<file path="src/rtl/pueo_phase_lock_ctrl.sv">
// Phase-strobe acquisition, lock supervision and slip/timeout tracking.
// Publishes phase index and qualified phase-0 strobe once locked.
module pueo_phase_lock_ctrl #(
  parameter int unsigned PERIOD     = 3,
  parameter int unsigned LOCK_COUNT = 16,
  parameter int unsigned TIMEOUT    = 64
) (
  input  logic       aclk,
  input  logic       aresetn,
  input  logic       en_i,
  input  logic       sync_i,
  input  logic       err_clr_i,
  output logic       locked_o,
  output logic [1:0] phase_o,
  output logic       phase0_o,
  output logic       slip_o,
  output logic       fault_o,
  output logic [7:0] err_cnt_o,
  output logic [2:0] state_o
);

  typedef enum logic [2:0] {
    IDLE   = 3'd0,
    SEEK   = 3'd1,
    VERIFY = 3'd2,
    LOCKED = 3'd3,
    FAULT  = 3'd4
  } state_t;

  localparam logic [1:0]  CNT_LAST  = 2'(PERIOD - 1);
  localparam logic [7:0]  GOOD_LAST = 8'(LOCK_COUNT - 1);
  localparam logic [15:0] TMO_LAST  = 16'(TIMEOUT - 1);
  localparam bit          ONE_SHOT  = (LOCK_COUNT == 1);

  state_t      state, state_n;
  logic [1:0]  cnt, cnt_n, cnt_step;
  logic [7:0]  good, good_n;
  logic [15:0] tmo, tmo_n;
  logic [7:0]  err, err_n;
  logic        slip, slip_n;
  logic        exp_hi, hit, err_inc;

  always_ff @(posedge aclk or negedge aresetn) begin
    if (!aresetn) begin
      state <= IDLE;
      cnt   <= '0;
      good  <= '0;
      tmo   <= '0;
      err   <= '0;
      slip  <= 1'b0;
    end else begin
      state <= state_n;
      cnt   <= cnt_n;
      good  <= good_n;
      tmo   <= tmo_n;
      err   <= err_n;
      slip  <= slip_n;
    end
  end

  always_comb begin
    exp_hi   = (cnt == 2'd0);
    hit      = (sync_i == exp_hi);
    cnt_step = (cnt == CNT_LAST) ? 2'd0 : cnt + 2'd1;
    state_n  = state;
    cnt_n    = cnt;
    good_n   = good;
    tmo_n    = tmo;
    slip_n   = 1'b0;
    err_inc  = 1'b0;
    if (!en_i) begin
      state_n = IDLE;
      cnt_n   = '0;
      good_n  = '0;
      tmo_n   = '0;
    end else begin
      unique case (state)
        IDLE: begin
          state_n = SEEK;
          cnt_n   = '0;
          good_n  = '0;
          tmo_n   = '0;
        end
        SEEK: begin
          // The strobe cycle itself is phase 0.
          if (sync_i) begin
            cnt_n   = 2'd1;
            good_n  = 8'd1;
            tmo_n   = '0;
            state_n = ONE_SHOT ? LOCKED : VERIFY;
          end else if (tmo == TMO_LAST) begin
            state_n = FAULT;
          end else begin
            tmo_n = tmo + 16'd1;
          end
        end
        VERIFY, LOCKED: begin
          if (hit) begin
            cnt_n = cnt_step;
            if (state == VERIFY && exp_hi) begin
              good_n = good + 8'd1;
              if (good == GOOD_LAST) state_n = LOCKED;
            end
          end else begin
            err_inc = 1'b1;
            slip_n  = (state == LOCKED);
            state_n = SEEK;
            cnt_n   = '0;
            good_n  = '0;
            tmo_n   = '0;
          end
        end
        FAULT: ;
        default: state_n = IDLE;
      endcase
    end
    if (err_clr_i) err_n = '0;
    else if (err_inc && err != 8'hff) err_n = err + 8'd1;
    else err_n = err;
  end

  assign locked_o  = (state == LOCKED);
  assign fault_o   = (state == FAULT);
  assign phase_o   = locked_o ? cnt : 2'd0;
  assign phase0_o  = locked_o && (cnt == 2'd0);
  assign slip_o    = slip;
  assign err_cnt_o = err;
  assign state_o   = state;

endmodule

</file>
<file path="config.mk">
export PLATFORM = sky130hd
export DESIGN_NAME = pueo_phase_lock_ctrl
export DESIGN_NICKNAME = d
export VERILOG_FILES = /design/src/rtl/pueo_phase_lock_ctrl.sv
export SDC_FILE = /design/constraint.sdc
export NUM_CORES = 1
export LEC_CHECK = 0
export ABC_CLOCK_PERIOD_IN_PS = 2780
export CORE_ASPECT_RATIO = 1.1
export CORE_MARGIN = 4
export CORE_UTILIZATION = 45
export DETAILED_ROUTE_END_ITERATION = 7
export GPL_TIMING_DRIVEN = 0
export PLACE_DENSITY = 0.76
export SLEW_MARGIN = 0
export SYNTH_ARGS = -nofsm -noshare
export SYNTH_HDL_FRONTEND = slang
export SYNTH_SLANG_ARGS = --single-unit
</file>
<file path="constraint.sdc">
create_clock -name aclk -period 2.78 [get_ports aclk]
set_input_delay 0.417 -clock aclk [delete_from_list [all_inputs] [get_ports aclk]]
set_output_delay 0.417 -clock aclk [all_outputs]
set_load 0.03 [all_outputs]
</file>
==> impl_metrics.tcl <==
set metrics [dict create \
    critPathMaxStageDelay_ns 0.59 \
    coreArea_sq_um 4780 \
    grt_util_met3_pct 3.63 \
    cp_data_required_time_ns 2.96 \
    tightestPinTransition_ns 0.842 \
    max-slew-margin-rel_pct 43.8 \
    vias 2078 \
    io_pins 22 \
    start_util_pct 47.7 \
    combPwrFrac_pct 11.1 \
    die_height_um 82.7 \
    max_cap_viol_count 0 \
    fin_crit_sh_pct 84.2 \
    ys_types 52 \
    drt_iter0_drc 102 \
    async_reset_ff_share_pct 100 \
    num-fill-cells 442 \
    die_w_um 75.9 \
    setup_tns_ns 0 \
    final_cell_mix "dfrtp_1 (38), clkdlybuf4s50_1 (19), nor2_1 (17), a21oi_1 (17)" \
    drc 0 \
    fin_crit_ns 2.34 \
    p_sw_share_pct 25.3 \
    area_delta_synth_final_pct 16.4 \
    syn-cell-area_sq_um 2280 \
    synth_flop_cell "dfrtp_1" \
    synth_enable_flop_cells 0 \
    final_common_cell "dfrtp_1" \
    regToRegSetupSlack_ns 0.64 \
    crit_family "buffers and inverters" \
    first_global_vias 1989 \
    worstPathCellList "clkdlybuf4s50_1 > nand3b_1 > nor4_1 > buf_2 > nor2_1 > mux2_2" \
    crit_arrival_ns 2.52 \
    path_buf_inv 2 \
    power.internal_w 0.000879 \
    synthCells 254 \
    yosysSeqAreaShare_pct 41.7 \
    fin_ws_ns 0.439 \
    cpMaxStageDelayCell "clkdlybuf4s50_1" \
    path_clk_slew_ns 0.07 \
    status "complete, no violations" \
    cts.sinks 38 \
    power.density_nw_per_um2 444 \
    place_ws_ns 0.214 \
    final_layout_size_suffix_gt1_share_pct 7.80 \
    grt_max_degree 39 \
    syn_nets 262 \
    ctsResizeCount 0 \
    syn_area_per_cell_sq_um 8.98 \
    met2_usage_pct 29.7 \
    top_usage_layer "met2" \
    final-hold-violation-count 0 \
    die-area_sq_um 6270 \
    setup_violations 0 \
    io_buffers 20 \
    cp-start-kind "input pin" \
    seq_power_share_pct 49.7 \
    wl_um 5110 \
    ant_nets 0 \
    via_per_inst 6.15 \
    clock_power_share_pct 39.2 \
    p_switching_w 0.000298 \
    power_leakage_nw 1.03 \
    ctsHoldBuffers 0 \
    grt.overflow.total 0 \
    cp_max_fo 10 \
    cp-end-kind "register" \
    place_congestion 0.892 \
    antenna_found_initial 0 \
    postCtsSetupRepairBufs 0 \
    worst_clock_skew_ns 0.0111 \
    use_met1_pct 23.3 \
    crit_type "in -> reg" \
    rsz0062_at_grt "no" \
    multi_input_area_sq_um 1220 \
    vdd_ir_drop_max_mv 0.238 \
    hp-class "in -> async" \
    place_hpwl_um 3600 \
    h-tree-depth 2 \
    yosysWarnings 0 \
    synth-seq-cells 38 \
    seqCellArea_sq_um 951 \
    first_pass_iters 4 \
    fmax_ghz 0.427 \
    cts_tree "yes" \
    wire_per_inst_um 15.1 \
    fin_nets 289 \
    worstSkewPairLatency_ns 0.29 \
    stdcell_count 338 \
    dp.cells 330 \
    diodes 0 \
    slew_violations 0 \
    fp-row-count 26 \
    fin_util_pct 55.5 \
    gr-usage-all-layers_pct 18.4 \
    root_buffer "clkbuf_8" \
    clock_path_buffers 2 \
    grt_pass1_wl_um 8870 \
    numCtsBuffers 5 \
]
[layer usage]
layer / share of wire, % / wire length [um]
met3: 5.0 / 255
met4: 2.1 / 107
met5: 0 / 0
met2: 48 / 2450
met1: 45 / 2290
[sequential cells by signal (all words and copies together), names as in the netlist]
name and flops:
tmo 16, err_cnt_o 8, good 8, state_o 3
cnt 2, slip_o 1
[worst reg2reg max path, stage by stage, from the launching register on]
cell	delay (ns)
dfrtp_1	0.45
nand3b_1	0.28
nor4_1	0.59
buf_2	0.33
nor2_1	0.10
mux2_2	0.27
[cell families after synthesis]
logic type	share of synthesized area, %
fa+ha+maj	1.65
simple gates	29.4
mux	1.48
flops	41.7
buf+inv	4.56
compound gates	21.2
[cell type report]
cell class / count / share of cell area (%)
Inverter: 10 / 1.41
Sequential cell: 38 / 35.8
Clock buffer: 5 / 2.59
Clock inverter: 3 / 1.51
Multi-Input combinational cell: 194 / 46.2
Tap cell: 56 / 2.64
Timing Repair Buffer: 20 / 7.36
Buffer: 12 / 2.50
[Yosys cell counts (all sizes together), types with 4 or more instances]
library cell | number | area (sq um)
dfrtp | 38 | 951
a21oi | 17 | 85.1
nor2 | 17 | 63.8
o21ai | 15 | 75.1
nand3 | 14 | 70.1
nand2 | 13 | 48.8
nand4 | 11 | 68.8
inv | 10 | 37.5
nor4 | 10 | 62.6
nor3 | 9 | 45.0
o31ai | 9 | 67.6
and3 | 6 | 37.5
and4 | 6 | 52.6
buf | 6 | 43.8
clkbuf | 6 | 22.5
or4 | 6 | 45.0
and2 | 5 | 31.3
nor2b | 4 | 25.0
o21a | 4 | 30.0
or3 | 4 | 31.3
[power groups by stage]
stage	logic [W]	registers (W)	clock network [W]
after CTS	0.000133	0.000585	0.000475
after detailed placement	0.000132	0.000596	0
final	0.000131	0.000585	0.000461
after global routing	0.000150	0.000589	0.000502
after floorplan	0.0000760	0.000601	0
after global placement	0.000130	0.000596	0
[per-stage QoR]
step,instance area [sq um],hold slack (ns),total power [W]
floorplan,2280,0.121,0.000677
global placement,2550,0.516,0.000727
detailed placement,2540,0.510,0.000728
CTS,2650,0.259,0.00119
global route,2650,0.303,0.00124
finish,2650,0.230,0.00118
[worst paths after layout]
path	start	end	cells after the start
min reg2reg	tmo[0]	tmo[0]	1
max reg2reg	state_o[2]	good[0]	5
min	aresetn	tmo[9]	1
max in group asynchronous	aresetn	good[1]	1
min in group aclk	tmo[0]	tmo[0]	1
max	en_i	good[0]	6
Note: power is estimated with default switching activity, not from simulation.
